**src/rtl/sqr_pkg.sv**
```systemverilog
// Shared types and level helpers for the square/PWM DAC generator.
// Level arithmetic is done in 32-bit unsigned; callers cast to DAC_W.
package sqr_pkg;

  typedef enum logic [1:0] {
    ST_IDLE  = 2'd0,
    ST_RUN   = 2'd1,
    ST_BURST = 2'd2
  } sqr_state_e;

  // Offset-binary midscale code, 2^(dac_w-1).
  function automatic logic [31:0] f_mid(input int unsigned dac_w);
    return 32'd1 << (dac_w - 32'd1);
  endfunction

  // Half-swing for an amplitude code: (amp+1) scaled into the upper DAC bits.
  function automatic logic [31:0] f_step(input logic [31:0] amp,
                                         input int unsigned amp_w,
                                         input int unsigned dac_w);
    return (amp + 32'd1) << (dac_w - 32'd1 - amp_w);
  endfunction

endpackage

```
**src/rtl/phase_acc.sv**
```systemverilog
// Phase accumulator with carry-out wrap detect.
// wrap is the combinational carry of acc + inc for the current cycle.
module phase_acc #(
  parameter int unsigned ACC_W  = 16,
  parameter int unsigned FREQ_W = 12
) (
  input  logic              clk,
  input  logic              rst,
  input  logic              clr,
  input  logic [FREQ_W-1:0] inc,
  output logic [ACC_W-1:0]  acc,
  output logic              wrap
);

  localparam int unsigned SUM_W = ACC_W + 1;

  logic [ACC_W:0] w_sum;

  assign w_sum = {1'b0, acc} + SUM_W'(inc);
  assign wrap  = w_sum[ACC_W];

  always_ff @(posedge clk) begin
    if (rst || clr) begin
      acc <= '0;
    end else begin
      acc <= w_sum[ACC_W-1:0];
    end
  end

endmodule

```
**src/rtl/sqr_pwm_gen.sv**
```systemverilog
// Square/PWM DAC generator: phase-accumulator timebase, continuous or burst mode.
// Frequency, amplitude, phase and duty are shadowed and only reloaded on entry and at wraps.
module sqr_pwm_gen
  import sqr_pkg::*;
#(
  parameter int unsigned ACC_W   = 16,
  parameter int unsigned FREQ_W  = 12,
  parameter int unsigned PHASE_W = 8,
  parameter int unsigned AMP_W   = 3,
  parameter int unsigned DAC_W   = 14,
  parameter int unsigned CNT_W   = 16
) (
  input  logic               clk,
  input  logic               rst,
  input  logic               en,
  input  logic               mode,
  input  logic               start,
  input  logic [FREQ_W-1:0]  state_freq,
  input  logic [AMP_W-1:0]   state_amp,
  input  logic [PHASE_W-1:0] state_phase,
  input  logic [PHASE_W-1:0] state_duty,
  input  logic [CNT_W-1:0]   burst_len,
  output logic [DAC_W-1:0]   DAC_in,
  output logic               busy,
  output logic               period_tick
);

  localparam logic [31:0]      MID      = f_mid(DAC_W);
  localparam logic [DAC_W-1:0] MID_CODE = DAC_W'(MID);

  sqr_state_e         r_state;
  sqr_state_e         w_state_nxt;
  logic [FREQ_W-1:0]  r_sh_freq;
  logic [AMP_W-1:0]   r_sh_amp;
  logic [PHASE_W-1:0] r_sh_phase;
  logic [PHASE_W-1:0] r_sh_duty;
  logic [CNT_W-1:0]   r_cnt;
  logic [CNT_W-1:0]   w_cnt_nxt;
  logic [DAC_W-1:0]   r_dac;
  logic [DAC_W-1:0]   w_dac_nxt;
  logic               r_busy;
  logic               r_tick;
  logic               w_tick_nxt;
  logic               w_load;
  logic               w_clr;
  logic [ACC_W-1:0]   w_acc;
  logic               w_wrap;
  logic               w_active;
  logic               w_wrap_v;
  logic [PHASE_W-1:0] w_pidx;
  logic               w_high;
  logic [31:0]        w_step;
  logic [DAC_W-1:0]   w_lvl;

  phase_acc #(
    .ACC_W  (ACC_W),
    .FREQ_W (FREQ_W)
  ) u_phase_acc (
    .clk  (clk),
    .rst  (rst),
    .clr  (w_clr),
    .inc  (r_sh_freq),
    .acc  (w_acc),
    .wrap (w_wrap)
  );

  // Only the top PHASE_W accumulator bits address the waveform.
  if (ACC_W > PHASE_W) begin : g_acc_lsb
    logic w_unused_lsb;
    assign w_unused_lsb = ^w_acc[ACC_W-PHASE_W-1:0];
  end

  assign w_active = (r_state != ST_IDLE);
  assign w_wrap_v = w_active && w_wrap && en;

  // Waveform level for the current accumulator value and shadows.
  assign w_pidx = w_acc[ACC_W-1 -: PHASE_W] + r_sh_phase;
  assign w_high = (w_pidx < r_sh_duty);
  assign w_step = f_step(32'(r_sh_amp), AMP_W, DAC_W);
  assign w_lvl  = w_high ? DAC_W'(MID + w_step - 32'd1) : DAC_W'(MID - w_step);

  // Accumulator sits at zero in IDLE and is zeroed on any exit to IDLE.
  assign w_clr = (r_state == ST_IDLE) || (w_state_nxt == ST_IDLE);

  always_comb begin
    w_state_nxt = r_state;
    w_load      = 1'b0;
    w_cnt_nxt   = r_cnt;
    w_tick_nxt  = 1'b0;
    w_dac_nxt   = MID_CODE;
    case (r_state)
      ST_IDLE: begin
        if (en && !mode) begin
          w_state_nxt = ST_RUN;
          w_load      = 1'b1;
        end else if (en && mode && start && (burst_len != '0)) begin
          w_state_nxt = ST_BURST;
          w_load      = 1'b1;
          w_cnt_nxt   = burst_len;
        end
      end
      ST_RUN: begin
        w_dac_nxt = w_lvl;
        if (!en) begin
          w_state_nxt = ST_IDLE;
        end else if (w_wrap_v) begin
          w_load     = 1'b1;
          w_tick_nxt = 1'b1;
        end
      end
      ST_BURST: begin
        w_dac_nxt = w_lvl;
        if (!en) begin
          w_state_nxt = ST_IDLE;
        end else if (w_wrap_v) begin
          w_load     = 1'b1;
          w_tick_nxt = 1'b1;
          w_cnt_nxt  = r_cnt - CNT_W'(1);
          if (r_cnt == CNT_W'(1)) begin
            w_state_nxt = ST_IDLE;
          end
        end
      end
      default: begin
        w_state_nxt = ST_IDLE;
      end
    endcase
  end

  always_ff @(posedge clk) begin
    if (rst) begin
      r_state    <= ST_IDLE;
      r_sh_freq  <= '0;
      r_sh_amp   <= '0;
      r_sh_phase <= '0;
      r_sh_duty  <= '0;
      r_cnt      <= '0;
      r_dac      <= MID_CODE;
      r_busy     <= 1'b0;
      r_tick     <= 1'b0;
    end else begin
      r_state <= w_state_nxt;
      r_cnt   <= w_cnt_nxt;
      r_dac   <= w_dac_nxt;
      r_busy  <= (w_state_nxt != ST_IDLE);
      r_tick  <= w_tick_nxt;
      if (w_load) begin
        r_sh_freq  <= state_freq;
        r_sh_amp   <= state_amp;
        r_sh_phase <= state_phase;
        r_sh_duty  <= state_duty;
      end
    end
  end

  assign DAC_in      = r_dac;
  assign busy        = r_busy;
  assign period_tick = r_tick;

endmodule

```
**config.mk**
```make
export PLATFORM = sky130hd
export DESIGN_NAME = sqr_pwm_gen
export DESIGN_NICKNAME = d
export VERILOG_FILES = /design/src/rtl/sqr_pkg.sv /design/src/rtl/phase_acc.sv /design/src/rtl/sqr_pwm_gen.sv
export SDC_FILE = /design/constraint.sdc
export NUM_CORES = 1
export LEC_CHECK = 0
export ABC_AREA = 0
export CAP_MARGIN = 40
export CORE_UTILIZATION = 56
export CTS_BUF_LIST = sky130_fd_sc_hd__clkbuf_8
export CTS_CLUSTER_SIZE = 28
export DETAILED_ROUTE_END_ITERATION = 8
export GPL_ROUTABILITY_DRIVEN = 0
export PLACE_DENSITY = 0.79
export SYNTH_ARGS = -nofsm -noshare
export SYNTH_HDL_FRONTEND = slang
export SYNTH_HIERARCHICAL = 1
export SYNTH_SLANG_ARGS = --single-unit
```
**constraint.sdc**
```tcl
create_clock -name clk -period 3.3 [get_ports clk]
set_input_delay 0.825 -clock clk [delete_from_list [all_inputs] [get_ports clk]]
set_output_delay 0.825 -clock clk [all_outputs]
set_load 0.02 [all_outputs]
```
==> flow_summary.json <==
{
  "track_usage_pct": 23.9,
  "antenna_found_initial": 0,
  "cts_tree": "built",
  "end_kind": "register",
  "cts_root_buffer": "clkbuf_8",
  "hold_viol_final": 0,
  "setup_tns_ns": 0,
  "grt_max_degree": 38,
  "synth.distinct_cells": 60,
  "core_region_area_mm2": 0.00733,
  "clock_path_buffers": 2,
  "synth.yosys.seq_area_share_pct": 33.7,
  "synth_flop_cell": "dfxtp_1",
  "cts_sinks": 72,
  "portBuffers": 67,
  "syn-cell-area_mm2": 0.00428,
  "synth_simple_gate_area_share_pct": 17.8,
  "std_cell_rows": 31,
  "cellLeakagePower_nw": 2.25,
  "h-tree-depth": 3,
  "worstHoldPathType": "register to register",
  "busiest_layer": "met2",
  "grt_overflow_total": 0,
  "crit_type": "register to register",
  "io_pins": 68,
  "clock.fmax_ghz": 0.325,
  "crit_chain": "ha_1, fa_1, a21oi_2, o311ai_2, o2111ai_2, a21oi_2, and3_1, nor2b_2, a31oi_2, nand2_1, or2_2, nor3_1",
  "cts_resized": 0,
  "maxCapViolations": 0,
  "drive_gt1_share_pct": 7.29,
  "crit_family": "simple AND/OR/NAND/NOR gates",
  "post-cts-setup-buffers": 0,
  "clk_pin_slew_ns": 0.07,
  "syn_nets": 575,
  "die-area_mm2": 0.00800,
  "yosysTopAreaCell": "dfxtp_1",
  "synth_top_family_by_area": "compound AO/OA/AOI/OAI gates",
  "max_stage_delay_ns": 0.44,
  "required_ns": 3.56,
  "vdd_drop_max_mv": 0.262,
  "final.period_utilization_pct": 93.3,
  "fillCellCount": 564,
  "async_reset_ff_share_pct": 0,
  "viasPerCell": 5.62,
  "nets": 632,
  "synth-seq-cells": 72,
  "cp-start-kind": "register",
  "drv_slew": 0,
  "powerDensity_mw_per_mm2": 397,
  "cts_made_buffers": 9,
  "synthTopCellsByArea": "dfxtp_1 34%, ha_1 9.9%, mux2i_1 7.9%",
  "grt_use_met2_pct": 43.6,
  "cp_max_fo": 12,
  "yosysTopAreaCellShare_pct": 33.7,
  "grt_pass1_wl_mm": 14.8,
  "dr.pass1.iters": 5,
  "hold_buffers": 0,
  "n_antenna_cell": 0,
  "die-width_um": 89.4,
  "dp_hpwl_mm": 6.63,
  "synth_mux_area_share_pct": 7.95,
  "synth_edf_count": 0,
  "ant_nets": 0,
  "synth_fa_ha_area_share_pct": 10.9,
  "drt-initial-drc-count": 196,
  "ff2ff_setup_slack_ns": 0.22,
  "yosysWarnings": 6,
  "finalPower_mw": 2.06,
  "grt_pass1_vias": 3410,
  "crit_buf_inv": 0,
  "setup_viol": 0,
  "start_util_pct": 58.4,
  "met3_usage_pct": 3.69,
  "grt_use_met1_pct": 28.0,
  "max_slew_margin_pct": 57.1,
  "crit_top_cell": "a21oi_2",
  "area.growth.synth_to_final_pct": 20.9,
  "tightest_slew_ns": 0.644,
  "syn_area_per_cell_um2": 8.79,
  "status": "complete, no violations",
  "dieHeight_um": 89.4,
  "syn_inst": 487,
  "finalCriticalPeriod_ns": 3.08,
  "clkLatencyLatePin_ns": 0.35,
  "post_synth_xor_area_fraction_pct": 4.50,
  "cp.arrival_ns": 3.34,
  "synth_compound_area_share_pct": 19.2,
  "drc_errors": 0,
  "clock-skew-final_ns": 0.0137,
  "rsz0062_at_grt": "false",
  "routedWlPerCell_um": 14.0,
  "totalWireLength_mm": 9.09,
  "vias": 3644,
  "slowest_stage": "or2_2",
  "final_core_util_pct": 70.6
}
-- kinds of logic after synthesis --
group           Yosys count
compound gates          119
xor+xnor                 22
fa+ha+maj                36
buf+inv                  53
flops                    72
mux                      34
simple gates            151
-- where the power goes --
group / switching, mW / internal [mW]
clock: 0.315 / 0.337
sequential: 0.0326 / 0.912
combinational: 0.234 / 0.225
-- routing by layer --
| layer | wire length (um) | vias up |
|---|---|---|
| met2 | 4630 | 93 |
| li1 | - | 1830 |
| met4 | 134 | 0 |
| met3 | 324 | 14 |
| met5 | 0 | - |
| met1 | 4000 | 1707 |
-- cell usage in the layout, fill, tap and decap left out, drive strengths merged, types with 7 or more instances in the layout --
cell type       n
a21o           13
dfxtp          72
buf             7
xnor2          16
clkbuf          9
mux2i          34
a211oi          8
clkdlybuf4s50  66
inv            29
ha             34
nand2          19
o21ai          23
nor2b           9
nand2b         12
nor2           61
nor3           14
a21oi          31
-- layout make-up --
cell class	count	area, um2	area share [%]
Tap cell	99	124	2.39
Sequential cell	72	1440	27.9
Clock buffer	9	124	2.39
Clock inverter	7	56.3	1.09
Timing Repair Buffer	73	723	14.0
Multi-Input combinational cell	362	2610	50.4
Inverter	26	97.6	1.89
-- through the flow --
step | instance area [um2] | setup WS, ns | hold slack (ns) | std cells
6_report | 5170 | 0.221 | 0.480 | 648
5_1_grt | 5170 | 0.0130 | 0.516 | 648
4_1_cts | 5160 | 0.163 | 0.484 | 648
3_5_place_dp | 4980 | 0.184 | 0.472 | 632
3_3_place_gp | 4980 | 0.262 | 0.464 | 632
2_1_floorplan | 4280 | 0.531 | 0.449 | 487
-- worst paths after layout --
path                                                start                              to  depth (start not counted)
worst max-delay path            r_sh_freq[0]$_SDFFE_PP0P_  u_phase_acc/acc[11]$_SDFF_PP0_                         12
worst min-delay path                r_cnt[6]$_SDFFE_PP0P_           r_cnt[6]$_SDFFE_PP0P_                          2
worst min register to register      r_cnt[6]$_SDFFE_PP0P_           r_cnt[6]$_SDFFE_PP0P_                          2
worst max register to register  r_sh_freq[0]$_SDFFE_PP0P_  u_phase_acc/acc[11]$_SDFF_PP0_                         12
-- registers in the layout, indices dropped and copies added, names as in the netlist --
name	count
u_phase_acc/acc	16
r_cnt	16
DAC_in	5
r_sh_freq	12
r_sh_amp	3
r_sh_duty	8
r_sh_phase	8
r_state	2
period_tick	1
busy	1
-- synthesized netlist by cell type (9+ instances only) --
cell	instances
buf_4	13
ha_1	34
mux2i_1	34
dfxtp_1	72
nor2_1	61
xnor2_1	16
a21oi_1	30
nor2b_1	9
clkbuf_1	12
nor3_1	12
inv_1	26
nand2_1	19
o21ai_1	14
a21o_1	12
nand2b_1	12
-- worst register-to-register path, stage by stage (launching register included) --
cell	delay (ns)
dfxtp_1	0.32
ha_1	0.23
fa_1	0.42
a21oi_2	0.22
o311ai_2	0.12
o2111ai_2	0.17
a21oi_2	0.11
and3_1	0.21
nor2b_2	0.19
a31oi_2	0.24
nand2_1	0.12
or2_2	0.44
nor3_1	0.21
Note: power is estimated with default switching activity, not from simulation.
==> patch 1, RTL diff (same flow settings) <==
Re-encode `sqr_state_e` (3 states) as one-hot, 3 bits wide.
--- a/src/rtl/sqr_pkg.sv
+++ b/src/rtl/sqr_pkg.sv
@@ -3,8 +3,8 @@
 package sqr_pkg;
 
-  typedef enum logic [1:0] {
-    ST_IDLE  = 2'd0,
-    ST_RUN   = 2'd1,
-    ST_BURST = 2'd2
+  typedef enum logic [2:0] {
+    ST_IDLE  = 3'b001,
+    ST_RUN   = 3'b010,
+    ST_BURST = 3'b100
   } sqr_state_e;
 
Check against the original RTL: same outputs for any inputs over 4 cycles, from zero or initial values and one cycle with rst high; so few cycles prove little.
==> patch 1 against the unedited design <==
- design area is 0.63% lower
- count of clock-buffer cells in the layout is 1 higher
- power is 0.67% lower
- final cell count is 1.9% higher
- utilization is 0.31 points higher
- via count is 2.3% higher
- synthesized area is 1.5% lower
- die area is 1.5% lower
- clock skew is 0.0018 ns lower
- sequential cell count is 1 higher
- maximum frequency is 1.1% lower
- wire length is 2.9% higher
- worst setup slack worse by 0.034 ns
- critical path type unchanged
- critical endpoint is now DAC_in[12]$_SDFF_PP0_
==> patch 1: results (changes against the unedited design) <==
final setup skew=0.0120 ns (-0.00177 ns); multi-input logic area=0.00254 mm² (-2.5%); Leakage=0.00209 µW (-7.2%); net count after synthesis=579 (+0.70%); fill cell total of the finished layout=594 (+5.3%); global-route wire length before repair=15.6 mm (+5.0%); HPWL Detailed=7.00 mm (+5.6%); maximum fanout encountered on the critical timing path=6 (-6); Cell variety after synth=62 (+3.3%); cell area reported after detailed placement=0.00493 mm² (-0.88%); length of the first detailed-routing pass in iterations=4 (-1); sequential element share of the synthesized area=34.7% (+1.0 points); power in sequential cells=954 µW (+1%); number of violations reported at the end of detailed-routing iteration 0=172 (-12%); crit path DAT=3.38 ns (+0.04 ns); cell with the largest stage delay on the worst path=fa_1; outcome=complete, no violations; count of placed standard cells including taps=644 (+1.9%); longest individual stage delay on the worst path=0.42 ns (-0.02 ns); pin count of the biggest net entering global routing=41 (+7.9%); total track usage=25.3% (+1.4 points); cell types occupying the most area after synthesis=dfxtp_1 35%, ha_1 8.9%, nor2_1 6.9%; switching part of the total power=27.4% (-0.91 points); power consumption=2040 µW (-0.67%); via count of the first global-routing pass=3,532 (+3.6%)
[patch 1: cell types whose count changed in the layout (fill, tap and decap cells not counted), moves of 5 or more]
cell / delta
o21ai_0: +9
o32ai_1: -5
inv_1: -10
a21oi_1: +10
mux2i_1: -6
nand2b_1: -8
nor2b_1: -5
nor2_1: +16
nand2_1: +19
[patch 1: area by class of cell]
| class | count | area share [%] |
|---|---|---|
| flip-flops and latches | 73 | 28.4 |
| repair buffers | 77 | 14.9 |
| well taps | 99 | 2.41 |
| multi-input cells | 379 | 49.4 |
| clock inverters | 6 | 0.998 |
| inverters | 16 | 1.17 |
| clock buffers | 10 | 2.68 |
[patch 1: logic make-up (layout without fill, tap and decap cells)]
| kind of cell | Yosys count | count (layout) | synth area share [%] |
|---|---|---|---|
| fa+ha+maj | 32 | 32 | 9.85 |
| xor+xnor | 23 | 23 | 4.78 |
| mux | 28 | 28 | 6.65 |
| buf+inv | 43 | 109 | 5.16 |
| simple gates | 169 | 169 | 19.2 |
| flops | 73 | 73 | 34.7 |
| compound gates | 127 | 127 | 19.7 |
[patch 1: routing by layer]
layer	up-vias	track usage (%)	wire length, µm
met5	-	0	0
met4	0	9.97	168
met3	14	3.08	378
met2	85	43.6	4590
met1	1763	32.3	4210
li1	1867	-	-
[patch 1: final timing paths]
kind                                  from                         to  slack, ns  cells after the start
max          u_phase_acc/acc[8]$_SDFF_PP0_      DAC_in[12]$_SDFF_PP0_       0.19                     13
min              r_sh_duty[0]$_SDFFE_PP0P_  r_sh_duty[0]$_SDFFE_PP0P_       0.48                      2
max reg2reg  u_phase_acc/acc[8]$_SDFF_PP0_      DAC_in[12]$_SDFF_PP0_       0.19                     13
min reg2reg      r_sh_duty[0]$_SDFFE_PP0P_  r_sh_duty[0]$_SDFFE_PP0P_       0.48                      2
==> patch 2, RTL diff (same flow settings) <==
Made on the original files. Change the parameter `DAC_W` from 14 to 10.
--- a/src/rtl/sqr_pwm_gen.sv
+++ b/src/rtl/sqr_pwm_gen.sv
@@ -8,5 +8,5 @@
   parameter int unsigned PHASE_W = 8,
   parameter int unsigned AMP_W   = 3,
-  parameter int unsigned DAC_W   = 14,
+  parameter int unsigned DAC_W   = 10,
   parameter int unsigned CNT_W   = 16
 ) (
Interface: changed (resized DAC_in); port bits go from 68 to 64. No check against the original RTL was run, so the function may have changed too.
==> patch 2 against the unedited design <==
- clock skew down 0.0064 ns
- power increased by 9.5%
- highest routed layer unchanged
- synthesized cell count fell by 1.4%
- final cell count is 0.77% higher
- sequential cell count unchanged
- wire length is 6.6% higher
- utilization up 2.5 points
- first-iteration DRC count fell by 16%
- clock power grew 30%
- design area rose by 2.4%
- critical endpoint is now u_phase_acc/acc[9]$_SDFF_PP0_
- synthesized area decreased by 1.8%
- worst setup slack lost 0.020 ns
==> patch 2: results (changes against the unedited design) <==
post-synthesis adder-cell area fraction=11.1% (+0.20 points); internal cell power=1640 µW (+11%); xor and xnor fraction of the mapped netlist area=4.58% (+0.082 points); HPWL Detailed=6.83 mm (+2.9%); Routed met1 length=4.30 mm (+7.6%); post-synthesis compound-gate area fraction=18.8% (-0.37 points); met3 track utilization from global routing=4.57% (+0.88 points); cell types occupying the most area after synthesis=dfxtp_1 34%, ha_1 10%, mux2i_1 8.6%; layout net count=637 (+0.79%); number of violations reported at the end of detailed-routing iteration 0=164 (-16%); wire length after detailed routing=9.68 mm (+6.6%); fill cell total of the finished layout=534 (-5.3%); met2 GRT Util=44.0% (+0.41 points); setup slack after placement=-0.0968 ns (-0.280 ns); detailed-routed wire length on met3=440 µm (+36%); critical register-to-register path endpoint=u_phase_acc/acc[9]$_SDFF_PP0_; proportion of synthesized area in mux cells=9.37% (+1.4 points); buffers added on ports=63 (-6.0%); Worst R2R Setup Slack=0.20 ns (-0.02 ns); via count of the first global-routing pass=3,500 (+2.6%); length of the first detailed-routing pass in iterations=4 (-1); total track usage=25.2% (+1.2 points); outcome=complete, no violations; worst rel slew slack=42.2% (-15 points); Leakage=0.00228 µW (+1.3%); met1 usage=30.7% (+2.8 points); Hold WS=0.489 ns (+0.00944 ns); pin count of the biggest net entering global routing=42 (+11%); r2r worst-path depth=15 (+3); highest ir drop seen on vdd=293 µV (+12%)
patch 2: cell count changes after synthesis, sizes merged, moves of 3 or more:
cell and delta:
a211oi -3, a21o -3, a21oi +3, a31oi -5
and3 +4, buf -4, inv -4, mux2 +3
nand2b -6, o21ai +6, o31a +3, or3 -5
patch 2: stage by stage:
stage,area [µm²],instances
5_1_grt,5300,653
3_5_place_dp,4960,633
4_1_cts,5220,650
6_report,5300,653
2_1_floorplan,4210,480
3_3_place_gp,4960,633
patch 2: power groups by stage:
stage | combinational, µW | sequential (µW) | clock (µW)
2_1_floorplan | 287 | 965 | 0
3_3_place_gp | 427 | 964 | 0
3_5_place_dp | 442 | 967 | 0
4_1_cts | 446 | 947 | 864
5_1_grt | 505 | 954 | 899
6_report | 458 | 948 | 845
patch 2: worst max-delay path by stage:
| stage | from | end | slack [ns] | depth (start not counted) |
|---|---|---|---|---|
| CTS | r_sh_freq[0]$_SDFFE_PP0P_ | u_phase_acc/acc[15]$_SDFF_PP0_ | 0.03 | 16 |
| detailed placement | r_sh_freq[0]$_SDFFE_PP0P_ | u_phase_acc/acc[11]$_SDFF_PP0_ | -0.1 | 15 |
| global placement | r_sh_freq[0]$_SDFFE_PP0P_ | u_phase_acc/acc[9]$_SDFF_PP0_ | 0.02 | 15 |
| global route | r_sh_freq[0]$_SDFFE_PP0P_ | u_phase_acc/acc[9]$_SDFF_PP0_ | 0.03 | 15 |
| finish | r_sh_freq[0]$_SDFFE_PP0P_ | u_phase_acc/acc[9]$_SDFF_PP0_ | 0.20 | 15 |
| floorplan | r_sh_freq[0]$_SDFFE_PP0P_ | u_phase_acc/acc[8]$_SDFF_PP0_ | 0.11 | 16 |
patch 2: kinds of logic after synthesis:
kind of cell / after synthesis
mux: 39
buf+inv: 45
flops: 72
simple gates: 148
fa+ha+maj: 36
compound gates: 118
xor+xnor: 22
patch 2: critical path: stages, from the launching register on:
cell and delay, ns:
dfxtp_2 0.34, ha_4 0.16, fa_2 0.37, a21oi_2 0.19, o311ai_2 0.14, o2111ai_2 0.13
a21oi_2 0.09, and3_4 0.18, nor2b_4 0.12, nand4_1 0.09, o221ai_2 0.14, o32ai_2 0.21
a21oi_2 0.08, or2_4 0.26, or2_4 0.32, nor3_1 0.19
patch 2: timing repair:
| action | CTS | global route |
|---|---|---|
| pin swaps | 2 | 12 |
| setup endpoints to repair | 13 | 32 |
| buffers inserted | 1 | 4 |
| resized for setup | 3 | 16 |
| endpoints found under the hold margin | 0 | 0 |
patch 2: final cells by class:
class                      instances  area [µm²]  area share, %
clock inverter                     7         120           2.27
inverter                          22        82.6           1.56
multi-input combinational        363        2630           49.7
clock buffer                       9         124           2.34
sequential                        72        1440           27.2
timing repair buffer              81         773           14.6
tap                               99         124           2.34
